`config.mk`:
```
export PLATFORM = sky130hd
export DESIGN_NAME = grid_sprite_move
export DESIGN_NICKNAME = d
export VERILOG_FILES = /design/src/rtl/grid_sprite_move.sv
export SDC_FILE = /design/constraint.sdc
export NUM_CORES = 1
export LEC_CHECK = 0
export ABC_AREA = 1
export BUFFER_PORTS_ARGS = -buffer_cell sky130_fd_sc_hd__buf_2
export CORE_ASPECT_RATIO = 2
export CORE_MARGIN = 8
export CORE_UTILIZATION = 32
export CTS_CLUSTER_DIAMETER = 60
export DETAILED_ROUTE_END_ITERATION = 10
export PLACE_DENSITY_LB_ADDON = 0.15
export SLEW_MARGIN = 25
export SYNTH_ARGS = -nofsm -noshare
export SYNTH_HDL_FRONTEND = slang
export SYNTH_SLANG_ARGS = --single-unit
```
`constraint.sdc`:
```
create_clock -name clk -period 3.5 [get_ports clk]
set_clock_uncertainty 0.1 [all_clocks]
set_input_delay 0 -clock clk [delete_from_list [all_inputs] [get_ports clk]]
set_output_delay 0 -clock clk [all_outputs]
set_load 0.05 [all_outputs]
```
`src/rtl/grid_sprite_move.sv`:
```
`default_nettype none
// ============================================================================
// Module   : grid_sprite_move
// Desc     : Tile-aligned sprite motion with buffered turns, stop-on-wall and a
//            once-per-frame position update. GRID_SPRITE_WRAP_EN selects tunnel
//            wrap of X instead of clamping.
// Revision : 1.0 - initial release
// ============================================================================
module grid_sprite_move #(
    parameter int INITIAL_X     = 288,
    parameter int INITIAL_Y     = 192,
    parameter int OBJECT_WIDTH  = 32,
    parameter int OBJECT_HEIGHT = 32,
    parameter int TILE_SIZE     = 16,
    parameter int SPEED         = 2,
    parameter int SCREEN_W      = 640,
    parameter int SCREEN_H      = 480
) (
    input  logic               clk,
    input  logic               resetN,
    input  logic               startOfFrame,
    input  logic               key_up,
    input  logic               key_down,
    input  logic               key_left,
    input  logic               key_right,
    input  logic               collision,
    input  logic [2:0]         HitEdgeCode,
    output logic signed [10:0] topLeftX,
    output logic signed [10:0] topLeftY,
    output logic [1:0]         direction,
    output logic               moving
);

    typedef enum logic [2:0] {
        IDLE_ST    = 3'd0,
        COLLECT_ST = 3'd1,
        RESOLVE_ST = 3'd2,
        TURN_ST    = 3'd3,
        STEP_ST    = 3'd4,
        LIMIT_ST   = 3'd5
    } state_t;

    localparam logic [1:0] c_dir_up    = 2'd0;
    localparam logic [1:0] c_dir_down  = 2'd1;
    localparam logic [1:0] c_dir_left  = 2'd2;
    localparam logic [1:0] c_dir_right = 2'd3;

    localparam logic signed [11:0] c_speed  = 12'(SPEED);
    localparam logic signed [11:0] c_x_max  = 12'(SCREEN_W - OBJECT_WIDTH);
    localparam logic signed [11:0] c_y_max  = 12'(SCREEN_H - OBJECT_HEIGHT);
    localparam logic signed [11:0] c_init_x = 12'(INITIAL_X);
    localparam logic signed [11:0] c_init_y = 12'(INITIAL_Y);
    localparam logic [11:0]        c_tile_mask = 12'(TILE_SIZE - 1);

    state_t             r_state;
    state_t             w_next_state;
    logic signed [11:0] r_x;
    logic signed [11:0] r_y;
    logic signed [11:0] r_cand_x;
    logic signed [11:0] r_cand_y;
    logic [1:0]         r_dir;
    logic               r_moving;
    logic [1:0]         r_pend_dir;
    logic               r_pend_valid;
    logic [4:0]         r_hit;

    logic               w_key_any;
    logic [1:0]         w_key_dir;
    logic [4:0]         w_hit_set;
    logic [4:0]         w_edge_mask;
    logic               w_hit_match;
    logic signed [11:0] w_dx;
    logic signed [11:0] w_dy;
    logic               w_aligned;
    logic               w_reverse;
    logic signed [11:0] w_lim_x;
    logic signed [11:0] w_lim_y;
    logic               w_lim_stop;

    always_ff @(posedge clk or negedge resetN) begin
        if (!resetN) begin
            r_state <= IDLE_ST;
        end else begin
            r_state <= w_next_state;
        end
    end

    always_comb begin
        w_next_state = r_state;
        case (r_state)
            IDLE_ST:    if (startOfFrame) w_next_state = COLLECT_ST;
            COLLECT_ST: if (startOfFrame) w_next_state = RESOLVE_ST;
            RESOLVE_ST: w_next_state = TURN_ST;
            TURN_ST:    w_next_state = STEP_ST;
            STEP_ST:    w_next_state = LIMIT_ST;
            LIMIT_ST:   w_next_state = COLLECT_ST;
            default:    w_next_state = IDLE_ST;
        endcase
    end

    // Key priority up > down > left > right
    always_comb begin
        w_key_any = key_up | key_down | key_left | key_right;
        w_key_dir = c_dir_right;
        if (key_up) begin
            w_key_dir = c_dir_up;
        end else if (key_down) begin
            w_key_dir = c_dir_down;
        end else if (key_left) begin
            w_key_dir = c_dir_left;
        end
    end

    // Edge codes above 4 shift out and are dropped
    assign w_hit_set = 5'b00001 << HitEdgeCode;

    always_comb begin
        w_dx        = 12'sd0;
        w_dy        = 12'sd0;
        w_edge_mask = 5'b00000;
        case (r_dir)
            c_dir_up:    begin w_dy = -c_speed; w_edge_mask = 5'b01000; end
            c_dir_down:  begin w_dy =  c_speed; w_edge_mask = 5'b00001; end
            c_dir_left:  begin w_dx = -c_speed; w_edge_mask = 5'b00010; end
            default:     begin w_dx =  c_speed; w_edge_mask = 5'b00100; end
        endcase
    end

    assign w_hit_match = |(r_hit & w_edge_mask);
    assign w_aligned   = ((r_x & c_tile_mask) == 12'd0) && ((r_y & c_tile_mask) == 12'd0);
    assign w_reverse   = (r_pend_dir == (r_dir ^ 2'b01));

    always_comb begin
        w_lim_y = r_cand_y;
        if (r_cand_y < 12'sd0) begin
            w_lim_y = 12'sd0;
        end else if (r_cand_y > c_y_max) begin
            w_lim_y = c_y_max;
        end
        w_lim_x    = r_cand_x;
        w_lim_stop = 1'b0;
`ifdef GRID_SPRITE_WRAP_EN
        if (r_cand_x < 12'sd0) begin
            w_lim_x = c_x_max;
        end else if (r_cand_x > c_x_max) begin
            w_lim_x = 12'sd0;
        end
`else
        if (r_cand_x <= 12'sd0) begin
            w_lim_x    = 12'sd0;
            w_lim_stop = (r_dir == c_dir_left);
        end else if (r_cand_x >= c_x_max) begin
            w_lim_x    = c_x_max;
            w_lim_stop = (r_dir == c_dir_right);
        end
`endif
    end

    always_ff @(posedge clk or negedge resetN) begin
        if (!resetN) begin
            r_x          <= c_init_x;
            r_y          <= c_init_y;
            r_cand_x     <= c_init_x;
            r_cand_y     <= c_init_y;
            r_dir        <= c_dir_right;
            r_moving     <= 1'b0;
            r_pend_dir   <= c_dir_right;
            r_pend_valid <= 1'b0;
            r_hit        <= 5'b00000;
        end else begin
            case (r_state)
                COLLECT_ST: begin
                    if (collision) begin
                        r_hit <= r_hit | w_hit_set;
                    end
                end
                RESOLVE_ST: begin
                    // Back off the step that put us into the wall
                    if (r_moving && w_hit_match) begin
                        r_moving <= 1'b0;
                        r_cand_x <= r_x - w_dx;
                        r_cand_y <= r_y - w_dy;
                    end else begin
                        r_cand_x <= r_x;
                        r_cand_y <= r_y;
                    end
                    r_hit <= 5'b00000;
                end
                TURN_ST: begin
                    if (r_pend_valid) begin
                        if (!r_moving) begin
                            r_dir        <= r_pend_dir;
                            r_moving     <= 1'b1;
                            r_pend_valid <= 1'b0;
                        end else if (r_pend_dir == r_dir) begin
                            r_pend_valid <= 1'b0;
                        end else if (w_reverse || w_aligned) begin
                            r_dir        <= r_pend_dir;
                            r_pend_valid <= 1'b0;
                        end
                    end
                end
                STEP_ST: begin
                    if (r_moving) begin
                        r_cand_x <= r_cand_x + w_dx;
                        r_cand_y <= r_cand_y + w_dy;
                    end
                end
                LIMIT_ST: begin
                    r_x <= w_lim_x;
                    r_y <= w_lim_y;
                    if (w_lim_stop) begin
                        r_moving <= 1'b0;
                    end
                end
                default: begin
                end
            endcase

            // A fresh key overrides any clear done above in the same cycle
            if (r_state != IDLE_ST && w_key_any) begin
                r_pend_dir   <= w_key_dir;
                r_pend_valid <= 1'b1;
            end
        end
    end

    assign topLeftX  = r_x[10:0];
    assign topLeftY  = r_y[10:0];
    assign direction = r_dir;
    assign moving    = r_moving;

endmodule
`default_nettype wire

```
== Yosys cells after proc, flatten, opt, wreduce, memory -nomap -nowiden ==
Cells that the tools add are included.

* Register bits after elaboration: 62
* Input bits: 11
* Output and inout bits: 25
* Logic and storage cells: 100

* $add $sub $neg: 4
* Order comparisons: 4
* Equality and inequality tests: 19
* Shifts and indexed selects: 1
* Muxes and demuxes: 36
* Bitwise gates (word level): 6
* Reduce and logical (&&, ||, !) cells: 20

{| class="wikitable"
|+ Operators by type and width
! kind !! count
|-
| 2-to-1 mux 12 bit || 8
|-
| one-hot mux 12 bit (2 select lines) || 4
|-
| adder 12 bit || 2
|-
| logical NOT 12 bit || 2
|-
| subtractor 12 bit || 2
|-
| one-hot mux 3 bit (6 select lines) || 1
|-
| != test 2 bit, second input constant || 8
|-
| greater-or-equal comparator 12 x 11 -> 1 bit, second input constant || 1
|-
| greater-than comparator 12 x 10 -> 1 bit, second input constant || 1
|-
| <= comparator 12 x 1 -> 1 bit, second input constant || 1
|-
| less-than comparator 12 x 1 -> 1 bit, second input constant || 1
|-
| 2-to-1 mux 1 bit || 12
|-
| one-hot mux 4 bit (3 select lines) || 1
|-
| 2-to-1 mux 2 bit || 5
|-
| one-hot mux 5 bit (2 select lines) || 1
|-
| AND reduction 4 bit || 2
|-
| == test 3 x 2 -> 1 bit, second input constant || 2
|-
| == test 3 bit, second input constant || 2
|-
| 2-to-1 mux 3 bit || 2
|-
| AND reduction 2 bit || 3
|-
| nonzero test 2 bit || 3
|-
| nonzero test 3 bit || 2
|-
| AND 5 bit || 1
|-
| 2-to-1 mux 5 bit || 1
|-
| other kinds (16) || 22
|}

== Depth between registers and ports, before layout ==
Gate-level depths: netlist (run 1).

* Word-level depth: 9
* Mapped depth: 19
* Mapped depth without buffers: 18

== Worst setup path after synthesis (run 1) ==
No wires, ideal clock.

* Path kind: reg-to-reg
* From: reg r_dir[1] (netlist: direction[1])
* To: reg r_cand_y[10]
* Library setup time: 0.117 ns
* Arrival time: 2.290 ns
* Required time: 3.283 ns
* Slack: 0.994 ns
* Stages on the path, launching flop included: 16
* Path buffers: 2
* Clock period less this slack: 2.506 ns
* Path through: dfstp_2 -> buf_6 -> inv_6 -> nand2_4 -> buf_6 -> ha_1 -> a21o_1 -> or2_2 -> nand3_1 -> nand2_1 -> nand2_1 -> nand3_1 -> nand2_1 -> nand2_1 -> nand2_1 -> nand2_1

* Longest elaborated chain between the ends: 7
* Elaborated cells on any way between the ends: 13
* Classes of those cells: 2 x add/sub; 2 x eq/ne; 5 x mux; 1 x bitwise; 3 x reduce/logical

{| class="wikitable"
|+ RTL lines
! what !! line !! source
|-
| from (decl) || 61 || <nowiki>logic [1:0] r_dir;</nowiki>
|-
| from (signal assigned) || 165 || <nowiki>r_dir <= c_dir_right;</nowiki>
|-
| from (signal assigned) || 192 || <nowiki>r_dir <= r_pend_dir;</nowiki>
|-
| from (signal assigned) || 198 || <nowiki>r_dir <= r_pend_dir;</nowiki>
|-
| parallel branches: the longest is 6 deep, another holds adder 12 bit || n/a ||
|-
| one-hot mux 12 bit (2 select lines) * || 171 || <nowiki>case (r_state)</nowiki>
|-
| to (signal assigned) || 164 || <nowiki>r_cand_y <= c_init_y;</nowiki>
|-
| to (signal assigned) || 182 || <nowiki>r_cand_y <= r_y - w_dy;</nowiki>
|-
| to (signal assigned) || 185 || <nowiki>r_cand_y <= r_y;</nowiki>
|-
| to (decl) || 60 || <nowiki>logic signed [11:0] r_cand_y;</nowiki>
|}

Every way passes the cells marked *. The select of a mux whose other input is x is not followed.
A chain may end at the register's enable or synchronous reset.

== Worst setup path after layout (run 1) ==
* From: reg r_dir[0] (netlist: direction[0])
* To: reg r_cand_x[9]

* Longest elaborated chain between the ends: 7
* Elaborated cells on any way between the ends: 14
* Classes of those cells: 2 x add/sub; 2 x eq/ne; 5 x mux; 1 x bitwise; 4 x reduce/logical

{| class="wikitable"
|+ RTL lines
! what !! line !! source
|-
| parallel branches: the longest is 6 deep, another holds adder 12 bit || n/a ||
|-
| one-hot mux 12 bit (2 select lines) * || 171 ||
|-
| to (signal assigned) || 163 || <nowiki>r_cand_x <= c_init_x;</nowiki>
|-
| to (signal assigned) || 181 || <nowiki>r_cand_x <= r_x - w_dx;</nowiki>
|-
| to (signal assigned) || 184 || <nowiki>r_cand_x <= r_x;</nowiki>
|-
| to (decl) || 59 || <nowiki>logic signed [11:0] r_cand_x;</nowiki>
|}

Marks and branches as above.

==> results of run 1 <==
[Yosys cell counts (2+ instances only)]
library cell,count,area (um^2)
nand2_1,230,863
inv_1,115,432
nor2_1,89,334
nand3_1,51,255
dfrtp_1,48,1200
a21oi_1,42,210
o21ai_0,37,185
ha_1,26,325
xor2_1,23,201
o22ai_1,17,106
a31oi_1,14,87.6
dfstp_2,12,315
buf_4,11,82.6
nor3_1,9,45.0
buf_2,8,40.0
nand4_1,8,50.1
clkbuf_1,7,26.3
buf_6,4,45.0
nor2_2,4,25.0
o211ai_1,4,30.0
o31ai_1,4,30.0
nand3b_1,3,22.5
or2_2,3,18.8
nand2_4,2,22.5
xnor2_1,2,17.5
[what timing repair did]
action / CTS / global route
setup endpoints to repair: 0 / 0
hold endpoints to repair: 38 / 0
hold buffers: 13 / 0
[through the flow]
step	hold slack, ns	util	cell area, um^2	worst slack [ns]
global placement	0.0708	0.339	5450	0.735
finish	0.0593	0.366	5890	0.688
CTS	0.0582	0.366	5890	0.694
detailed placement	0.0730	0.339	5450	0.727
global route	0.149	0.366	5890	0.523
floorplan	-0.396	-	5210	0.994
[worst max-delay path by stage]
stage                    to    startpoint  slack, ns
2_1_floorplan  r_cand_y[10]  direction[1]       0.99
3_3_place_gp    r_cand_x[9]  direction[0]       0.74
3_5_place_dp    r_cand_x[9]  direction[0]       0.73
4_1_cts         r_cand_x[9]  direction[0]       0.69
5_1_grt         r_cand_x[9]  direction[0]       0.52
6_report        r_cand_x[9]  direction[0]       0.69
[critical path: cells and delay by family (launching register included)]
| kind | cells | cell delay (ns) |
|---|---|---|
| simple gates | 13 | 1.23 |
| fa+ha+maj | 1 | 0.18 |
| flops | 1 | 0.71 |
| compound gates | 1 | 0.26 |
| buf+inv | 3 | 0.21 |
[registers in the layout, indices dropped and copies added (netlist names)]
register	flops
moving	1
r_hit	4
r_state	3
direction	2
r_x	12
r_pend_dir	2
r_cand_x	12
r_pend_valid	1
r_y	11
r_cand_y	12
[layer usage]
layer | up-vias | track usage | wire (um)
met4 | 0 | 0.0483 | 255
met3 | 16 | 0.0239 | 571
met5 | - | 0 | 0
met1 | 2277 | 0.196 | 7310
li1 | 2606 | - | -
met2 | 82 | 0.244 | 7080
[logic make-up after synthesis]
| logic type | share of synthesized area |
|---|---|
| adder cells (fa/ha/maj) | 0.0625 |
| multiplexers | 0.00192 |
| AND/OR/NAND/NOR | 0.323 |
| flip-flops | 0.291 |
| buffers and inverters | 0.131 |
| AO/OA/AOI/OAI | 0.140 |
| XOR/XNOR | 0.0505 |
[power groups by stage]
stage | Combinational [mW] | Clock (mW) | Sequential (mW)
after global routing | 4.79 | 0.965 | 1.39
after CTS | 4.24 | 0.948 | 1.35
after floorplan | 3.27 | 0 | 1.41
final | 4.22 | 0.925 | 1.34
after detailed placement | 4.19 | 0 | 1.36
after global placement | 4.18 | 0 | 1.36
[final cells by class]
class / instances / area share
clock buffers: 12 / 0.0435
well taps: 204 / 0.0433
repair buffers: 54 / 0.0599
inverters: 118 / 0.0765
clock inverters: 4 / 0.00807
flip-flops and latches: 60 / 0.257
multi-input cells: 584 / 0.511
==> key figures, run 1 <==
Timing
  – Final hold violations: 0
  – Worst-Margin Slew: 0.666 ns
  – Rel. slew slack: 0.552
  – Fin crit share: 0.804
  – RSZ-0062 raised after global routing: no
  – Setup violations, final: 0
  – Setup TNS: 0 ns
  – Max-slew violations: 0
  – Fmax: roughly 360 MHz
  – Minimum clock period: 2.81 ns

Logic synthesis
  – Syn_area_per_cell: 6.55 um^2
  – Seq/Total Area, Yosys: 0.291
  – Syn nets: around 830
  – Post-synth EDFFs: 0
  – Register bit count reported by yosys: 60
  – Yosys warning count: 0
  – Synth async-reset ratio: 1.00
  – Syn Inst Count: 795
  – Post-Syn Area: between 5000 and 6000 um^2
  – Primary FF master, synth: dfrtp_1
  – Distinct cells, synth: 47

Pwr
  – Max VDD drop: around 380 uV
  – Clock network fraction of design power: 0.142
  – P_int: about 3.0 mW
  – Part of the power in registers: 0.207
  – Switch share: 0.542
  – Combinational fraction of design power: 0.650
  – Leak: 3.16 nW
  – Overall power: between 6 and 7 mW
  – Psw: approximately 3.5 mW
  – Power Density: around 1100 nW/um^2

Route
  – Routed wire length: ~15 mm
  – Via density: roughly 4.8
  – Routed via count: approximately 5000
  – DRC viols: 0
  – Avg WL per Cell: approximately 15 um
  – DRT antenna net count: 0
  – Iter 0 DRT Violations: approximately 260
  – First-pass detailed-route iteration total: 4

Placed design
  – DP Cell Count: slightly above 1000
  – DP Wirelength: 11.3 mm
  – # port buffers: 35
  – Gp weighted congestion: between 0.8 and 0.9

Global routing
  – Overflow after GRT: 0
  – Global-route usage over all layers: 0.150
  – Initial antenna violation count: 0
  – First-pass GRT wire length: 25.2 mm
  – Vias in the first global route: between 4000 and 5000
  – Largest net degree at the start of global routing: 39

Final layout
  – Most common cell after layout, fill and taps aside: nand2_1
  – Diode count: 0
  – Final nets: roughly 860
  – Multi-input gate area: ~3000 um^2
  – Layout cells sized above 1: 0.107
  – Most frequent cells in the layout: nand2_1, inv_1, nor2_1, nand3_1, dfrtp_1
  – Non-Filler Instances: 1036
  – Filler cell count: 1798
  – Area Overhead vs Synth: 13.1%
  – Register area: around 1500 um^2

Hold path
  – Hold depth: 5
  – Hold path endpoint: r_pend_valid
  – Worst hold start: key_left
  – Min-Delay Path Class: primary input to register

Worst setup path
  – Crit-path cells: inv_4 -> nand2_4 -> nand2_1 -> nand2_1 -> inv_1 -> ha_1 -> inv_1 -> nand2_1 -> nand3_1 -> nand2_1 -> nand2_1 -> nand2_1 -> nand2_1 -> nand2_1 -> o21ai_0 -> nand2_1 -> nand2_1 -> nand2_1
  – Setup crit end kind: register
  – Crit Path Category: register to register
  – Crit-path max FO: 27
  – Arrival @ worst endpoint: 2.93 ns
  – Worst path required time: approximately 3.6 ns
  – R2R Path Start: direction[0]
  – CP max-delay cell: dfstp_2
  – Most common cell on crit path: nand2_1
  – Worst R2R End: r_cand_x[9]
  – Reg2Reg Depth: 18
  – CP max stage delay: 0.71 ns
  – Startpoint types: register
  – R2R setup slack: about 0.69 ns

Floorplanning
  – Die X: between 100 and 150 um
  – Core ar.: about 16000 um^2
  – Row cnt: 66
  – Chip height: roughly 200 um
  – I/O pin count: 36
  – Full die area: about 21000 um^2
  – Initial cell density of the core: 0.323

Clocking
  – H-tree depth: 3
  – Max clock buf depth: 2
  – Post-CTS Resized: 0
  – Post-CTS Setup Inserts: 0
  – Clk root buf: clkbuf_16
  – CTS tree: built
  – Clock Latency Late Sink: 0.33 ns
  – CTS clk-pin slew, worst paths: ~0.060 ns
  – Num CTS Buffers: 9
  – Clk sinks: 60

Run status
  – Status: finished clean

Run
  – # Max-Cap Violations: 0
No activity file was read; power rests on OpenSTA's default activity.
==> run 2: changes to the inputs <==
==> constraint.sdc (replaced) <==
create_clock -name clk -period 2.9 [get_ports clk]
set_clock_uncertainty 0.1 [all_clocks]
set_input_delay 0 -clock clk [delete_from_list [all_inputs] [get_ports clk]]
set_output_delay 0 -clock clk [all_outputs]
set_load 0.05 [all_outputs]
==> run 2 against run 1 <==
Core utilization about the same; first-iteration DRC count increased by 5.4%; worst setup slack got worse by 0.43 ns; hold slack got worse by 0.034 ns; sequential share of layout area increased by 0.069 points; die area unchanged; global-route usage increased by 0.30 points.
==> key figures, run 2 (synthesis gave the netlist of run 1 again) <==
Run status
  – Status: finished clean

Route
  – Via density: 4.91 (+2.1%)
  – First-pass detailed-route iteration total: 5 (+1)
  – DR top layer: met4
  – Avg WL per Cell: 14.6 um (-0.32%)
  – DRT antenna net count: 0 (unchanged)
  – Routed via count: 5103 (+2.4%)
  – DRC viols: 0 (unchanged)
  – Wire length on met3: 692 um (+21%)
  – Routed wire length: 15.2 mm (about the same)
  – Iter 0 DRT Violations: 271 (+5.4%)
  – Met2 Routed Length: 6.99 mm (-1.2%)
  – DRT met1 WL: 7.35 mm (+0.51%)

Timing
  – Fin crit share: 0.911 (+0.108)
  – Setup violations, final: 0 (unchanged)
  – Max-slew violations: 0 (unchanged)
  – Worst hold margin: 0.0255 ns (-0.0337 ns)
  – Setup TNS: 0 ns (unchanged)
  – Worst-Margin Slew: 0.810 ns (+0.144 ns)
  – Rel. slew slack: 0.460 (-0.0922)
  – Fmax: 378 MHz (+6.4%)
  – RSZ-0062 raised after global routing: no
  – Minimum clock period: 2.64 ns (-0.170 ns)
  – Final hold violations: 0 (unchanged)

Floorplanning
  – Full die area: 20900 um^2 (unchanged)
  – Initial cell density of the core: 0.323 (unchanged)
  – Die X: 106 um (unchanged)
  – Core ar.: 16100 um^2 (unchanged)
  – I/O pin count: 36 (unchanged)
  – Chip height: 196 um (unchanged)
  – Row cnt: 66 (unchanged)

Worst setup path
  – Crit Path Category: register to register
  – CP max-delay cell: dfstp_4
  – Crit-path cells: inv_4 -> nand2_4 -> nand2_1 -> nand2_1 -> inv_1 -> ha_1 -> inv_1 -> nand2_1 -> nand3_1 -> nand2_1 -> nand2_1 -> nand2_1 -> nand2_1 -> nand2_1 -> o21ai_0 -> nand2_1 -> nand2_1 -> nand2_1
  – Most common cell on crit path: nand2_1
  – R2R setup slack: 0.26 ns (-0.43 ns)
  – Crit-path max FO: 12 (-56%)
  – Setup crit end kind: register
  – Worst R2R End: r_cand_x[9]
  – Reg2Reg Depth: 18 (unchanged)
  – Arrival @ worst endpoint: 2.76 ns (-0.17 ns)
  – CP max stage delay: 0.71 ns (about the same)
  – R2R Path Start: direction[0]
  – Startpoint types: register
  – Worst path required time: 3.02 ns (-0.59 ns)

Placed design
  – # port buffers: 35 (unchanged)
  – DP Wirelength: 11.6 mm (+2.4%)
  – Gp weighted congestion: 0.871 (-1.4%)
  – DP Cell Count: 1011 (+0.40%)
  – Placed instance area: 5480 um^2 (+0.55%)

Final layout
  – Final instance area: 5890 um^2 (about the same)
  – Most common cell after layout, fill and taps aside: nand2_1
  – Layout cells sized above 1: 0.110 (+0.00308)
  – Area Overhead vs Synth: 13.1% (about the same)
  – Most frequent cells in the layout: nand2_1, inv_1, nor2_1, nand3_1, dfrtp_1
  – Filler cell count: 1761 (-2.1%)
  – Final nets: 868 (+0.46%)
  – Non-Filler Instances: 1040 (+0.39%)
  – Largest registers: r_cand_x x12, r_cand_y x12, r_x x12
  – Diode count: 0 (unchanged)

Clocking
  – CTS clk-pin slew, worst paths: 0.06 ns (about the same)
  – Clk root buf: clkbuf_16
  – H-tree depth: 3 (unchanged)
  – Clk sinks: 60 (unchanged)
  – Post-CTS Setup Inserts: 0 (unchanged)
  – CTS tree: built
  – Clock Latency Late Sink: 0.33 ns (about the same)
  – Num CTS Buffers: 9 (unchanged)
  – Max clock buf depth: 2 (unchanged)

Global routing
  – First-pass GRT wire length: 25.8 mm (+2.3%)
  – Global-route usage over all layers: 0.153 (+0.00299)
  – Overflow after GRT: 0 (unchanged)
  – Vias in the first global route: 5087 (+2.5%)
  – Largest net degree at the start of global routing: 36 (-7.7%)
  – Initial antenna violation count: 0 (unchanged)

Pwr
  – Max VDD drop: 375 uV (-2.3%)
  – Power Density: 1310 nW/um^2 (+19%)
  – Leak: 3.16 nW (about the same)

Hold path
  – Hold path endpoint: r_pend_valid
  – Hold depth: 5 (unchanged)
  – Min-Delay Path Class: primary input to register
  – Worst hold start: key_left

Run
  – # Max-Cap Violations: 0 (unchanged)
-- run 2: cell types whose count changed in the layout (fill, tap and decap cells not counted), sizes merged --
cell	before	now
buf	41	45
clkinvlp	1	2
bufinv	1	0
-- run 2: cell type report --
type	instances	area, um^2	share of cell area
clock buffer	12	246	0.0419
clock inverter	4	25.0	0.00425
inverter	118	450	0.0765
multi-input combinational	584	3010	0.511
sequential	60	1520	0.258
tap	204	255	0.0433
timing repair buffer	58	380	0.0646
-- run 2: report_power, final --
part / switching [mW] / total, mW / internal (mW)
sequential: 0.420 / 1.62 / 1.20
combinational: 3.42 / 5.12 / 1.70
clock: 0.394 / 0.993 / 0.599
total: 4.24 / 7.74 / 3.50
-- run 2: through the flow --
step / setup WS, ns / util / total power, mW
CTS: 0.262 / 0.366 / 7.77
floorplan: 0.394 / - / 5.64
global placement: 0.285 / 0.341 / 6.70
finish: 0.258 / 0.366 / 7.74
detailed placement: 0.280 / 0.341 / 6.70
global route: 0.0177 / 0.366 / 8.58
-- run 2: per-layer routing --
layer	vias to the layer above	track usage
met5	-	0
met4	0	0.0441
met3	14	0.0301
met2	96	0.249
met1	2363	0.198
li1	2630	-
-- run 2: critical path, delay by kind of cell (launching register included) --
family,cells,cell delay (ns)
simple gates,13,1.08
compound gates,1,0.27
flops,1,0.71
fa+ha+maj,1,0.19
buf+inv,3,0.18
-- run 2: worst max path at each step --
stage | slack, ns | depth (start not counted) | to | startpoint
finish | 0.26 | 18 | r_cand_x[9] | direction[0]
CTS | 0.26 | 18 | r_cand_x[9] | direction[0]
floorplan | 0.39 | 15 | r_cand_y[10] | direction[1]
global route | 0.02 | 18 | r_cand_x[9] | direction[0]
global placement | 0.28 | 18 | r_cand_x[9] | direction[0]
detailed placement | 0.28 | 18 | r_cand_x[9] | direction[0]
-- run 2: timing repair --
| item | CTS | global route |
|---|---|---|
| hold buffers | 13 | 0 |
| resized for setup | 0 | 1 |
| hold endpoints to repair | 34 | 0 |
| endpoints found under the setup margin | 0 | 1 |
==> run 3: changes to the inputs <==
==> constraint.sdc (replaced) <==
create_clock -name clk -period 3.17 [get_ports clk]
set_clock_uncertainty 0.1 [all_clocks]
set_input_delay 0 -clock clk [delete_from_list [all_inputs] [get_ports clk]]
set_output_delay 0 -clock clk [all_outputs]
set_load 0.05 [all_outputs]
==> run 3 against run 2 <==
Largest cell class unchanged; sequential cell count did not move; clock-buffer cell count rose by 3; critical path depth rose by 1; worst setup slack improved by 0.19 ns; global-route usage fell by 0.061 points; wire length fell by 0.11%; combinational power fell by 8.8%; sequential share of layout area fell by 0.14 points; cell count barely moved.
==> key figures, run 3 (synthesis gave the netlist of run 1 again) <==
Final layout
  – Largest registers: r_cand_x x12, r_cand_y x12, r_x x12
  – Register area: 1520 um^2 (-0.25%)
  – Filler cell count: 1762 (+0.057%)
  – Diode count: 0 (unchanged)
  – Non-Filler Instances: 1041 (+0.096%)
  – Most common cell after layout, fill and taps aside: nand2_1
  – Layout cells sized above 1: 0.109 (-0.00133)
  – Area Overhead vs Synth: 13.5%
  – Most frequent cells in the layout: nand2_1, inv_1, nor2_1, nand3_1, dfrtp_1
  – Multi-input gate area: 3010 um^2 (unchanged)
  – Final nets: 869 (+0.12%)

Placed design
  – # port buffers: 35 (unchanged)
  – Gp weighted congestion: 0.839 (-3.6%)
  – DP Wirelength: 11.6 mm (about the same)
  – Post-Place Setup Slack: 0.475 ns (+0.195 ns)
  – DP Cell Count: 1011 (unchanged)

Pwr
  – Leak: 3.17 nW (+0.34%)
  – Power Density: 1200 nW/um^2 (-8.7%)
  – Max VDD drop: 468 uV (+25%)
  – Overall power: 7.09 mW (-8.4%)

Clocking
  – Clk root buf: clkbuf_16
  – Post-CTS Setup Inserts: 0 (unchanged)
  – CTS clk-pin slew, worst paths: 0.05 ns (about the same)
  – Clock Latency Late Sink: 0.33 ns (about the same)
  – H-tree depth: 3 (unchanged)
  – Num CTS Buffers: 9 (unchanged)
  – CTS tree: built
  – Clk sinks: 60 (unchanged)
  – Max clock buf depth: 2 (unchanged)

Global routing
  – Largest net degree at the start of global routing: 31 (-14%)
  – First-pass GRT wire length: 25.5 mm (-0.97%)
  – Vias in the first global route: 4996 (-1.8%)
  – Initial antenna violation count: 0 (unchanged)
  – Global-route usage over all layers: 0.152 (-0.000608)
  – Overflow after GRT: 0 (unchanged)

Timing
  – Minimum clock period: 2.72 ns (+0.0774 ns)
  – Setup TNS: 0 ns (unchanged)
  – Max-slew violations: 0 (unchanged)
  – Setup violations, final: 0 (unchanged)
  – Rel. slew slack: 0.601 (+0.142)
  – Worst-Margin Slew: 0.597 ns (-0.213 ns)
  – Final worst setup slack: 0.450 ns (+0.193 ns)
  – Fin crit share: 0.858 (-0.0532)
  – Final hold violations: 0 (unchanged)
  – RSZ-0062 raised after global routing: no
  – Fmax: 368 MHz (-2.8%)

Floorplanning
  – Initial cell density of the core: 0.323 (unchanged)
  – Full die area: 20900 um^2 (unchanged)
  – Die X: 106 um (unchanged)
  – I/O pin count: 36 (unchanged)
  – Row cnt: 66 (unchanged)
  – Core ar.: 16100 um^2 (unchanged)
  – Chip height: 196 um (unchanged)

Route
  – First-pass detailed-route iteration total: 5 (unchanged)
  – Routed wire length: 15.2 mm (-0.11%)
  – Avg WL per Cell: 14.6 um (-0.21%)
  – Iter 0 DRT Violations: 295 (+8.9%)
  – Via density: 4.85 (-1.1%)
  – DRT antenna net count: 0 (unchanged)
  – Routed via count: 5053 (-0.98%)
  – DRC viols: 0 (unchanged)

Run status
  – Status: finished clean

Worst setup path
  – Crit-path max FO: 17 (+5)
  – Worst R2R End: r_cand_x[9]
  – R2R Path Start: direction[0]
  – Crit Path Category: register to register
  – Reg2Reg Depth: 19 (+1)
  – Setup crit end kind: register
  – Startpoint types: register
  – Worst path required time: 3.28 ns (+0.26 ns)
  – CP startpoint: direction[0]
  – R2R setup slack: 0.45 ns (+0.19 ns)
  – Arrival @ worst endpoint: 2.83 ns (+0.07 ns)
  – CP endpoint: r_cand_x[9]

Hold path
  – Min-Delay Path Class: primary input to async pin

Run
  – # Max-Cap Violations: 0 (unchanged)
[run 3: worst min-delay path by stage]
| stage | start | end | slack (ns) | cells past startpoint |
|---|---|---|---|---|
| 2_1_floorplan | resetN | moving | -0.40 | 0 |
| 3_3_place_gp | resetN | r_x[9] | -0.14 | 1 |
| 3_5_place_dp | resetN | r_x[7] | -0.15 | 1 |
| 4_1_cts | resetN | r_x[6] | 0.03 | 2 |
| 5_1_grt | resetN | r_cand_x[7] | 0.08 | 2 |
| 6_report | resetN | r_cand_x[4] | 0.04 | 2 |
[run 3: area by class of cell]
type,count,area share
multi-input cells,584,0.510
clock inverters,1,0.000847
well taps,204,0.0432
inverters,118,0.0763
repair buffers,59,0.0661
clock buffers,15,0.0470
flip-flops and latches,60,0.257
[run 3: per-stage QoR]
step	hold WS [ns]	cell area (um^2)	utilization
final	0.0388	5910	0.367
after global placement	-0.143	5480	0.341
after floorplan	-0.396	5210	-
after global routing	0.0847	5910	0.367
after detailed placement	-0.147	5480	0.341
after CTS	0.0348	5910	0.367
[run 3: worst max-delay path, cell delays in order, from the launching register on]
cell and delay (ns):
dfstp_2 0.70, inv_4 0.10, nand2_4 0.16, buf_4 0.26, nand2_1 0.10, nand2_1 0.09, inv_1 0.05, ha_1 0.18
inv_1 0.05, nand2_1 0.11, nand3_1 0.09, nand2_1 0.08, nand2_1 0.06, nand2_1 0.06, nand2_1 0.06, nand2_1 0.04
o21ai_0 0.16, nand2_1 0.07, nand2_1 0.05, nand2_1 0.05
[run 3: per-layer routing]
| layer | wire [um] | vias to the layer above | global-route usage |
|---|---|---|---|
| met5 | 0 | - | 0 |
| met4 | 199 | 0 | 0.0457 |
| met3 | 646 | 11 | 0.0275 |
| met2 | 7100 | 97 | 0.245 |
| met1 | 7260 | 2327 | 0.201 |
| li1 | - | 2618 | - |
[run 3: repair_timing]
| item | in CTS | in global routing |
|---|---|---|
| hold buffers | 14 | 0 |
| hold endpoints to repair | 47 | 0 |
| resized for setup | 0 | 0 |
[run 3: where the power goes]
part | internal (mW) | total (mW) | switching, mW
Clock | 0.592 | 0.930 | 0.337
Sequential | 1.10 | 1.49 | 0.393
Combinational | 1.55 | 4.67 | 3.11
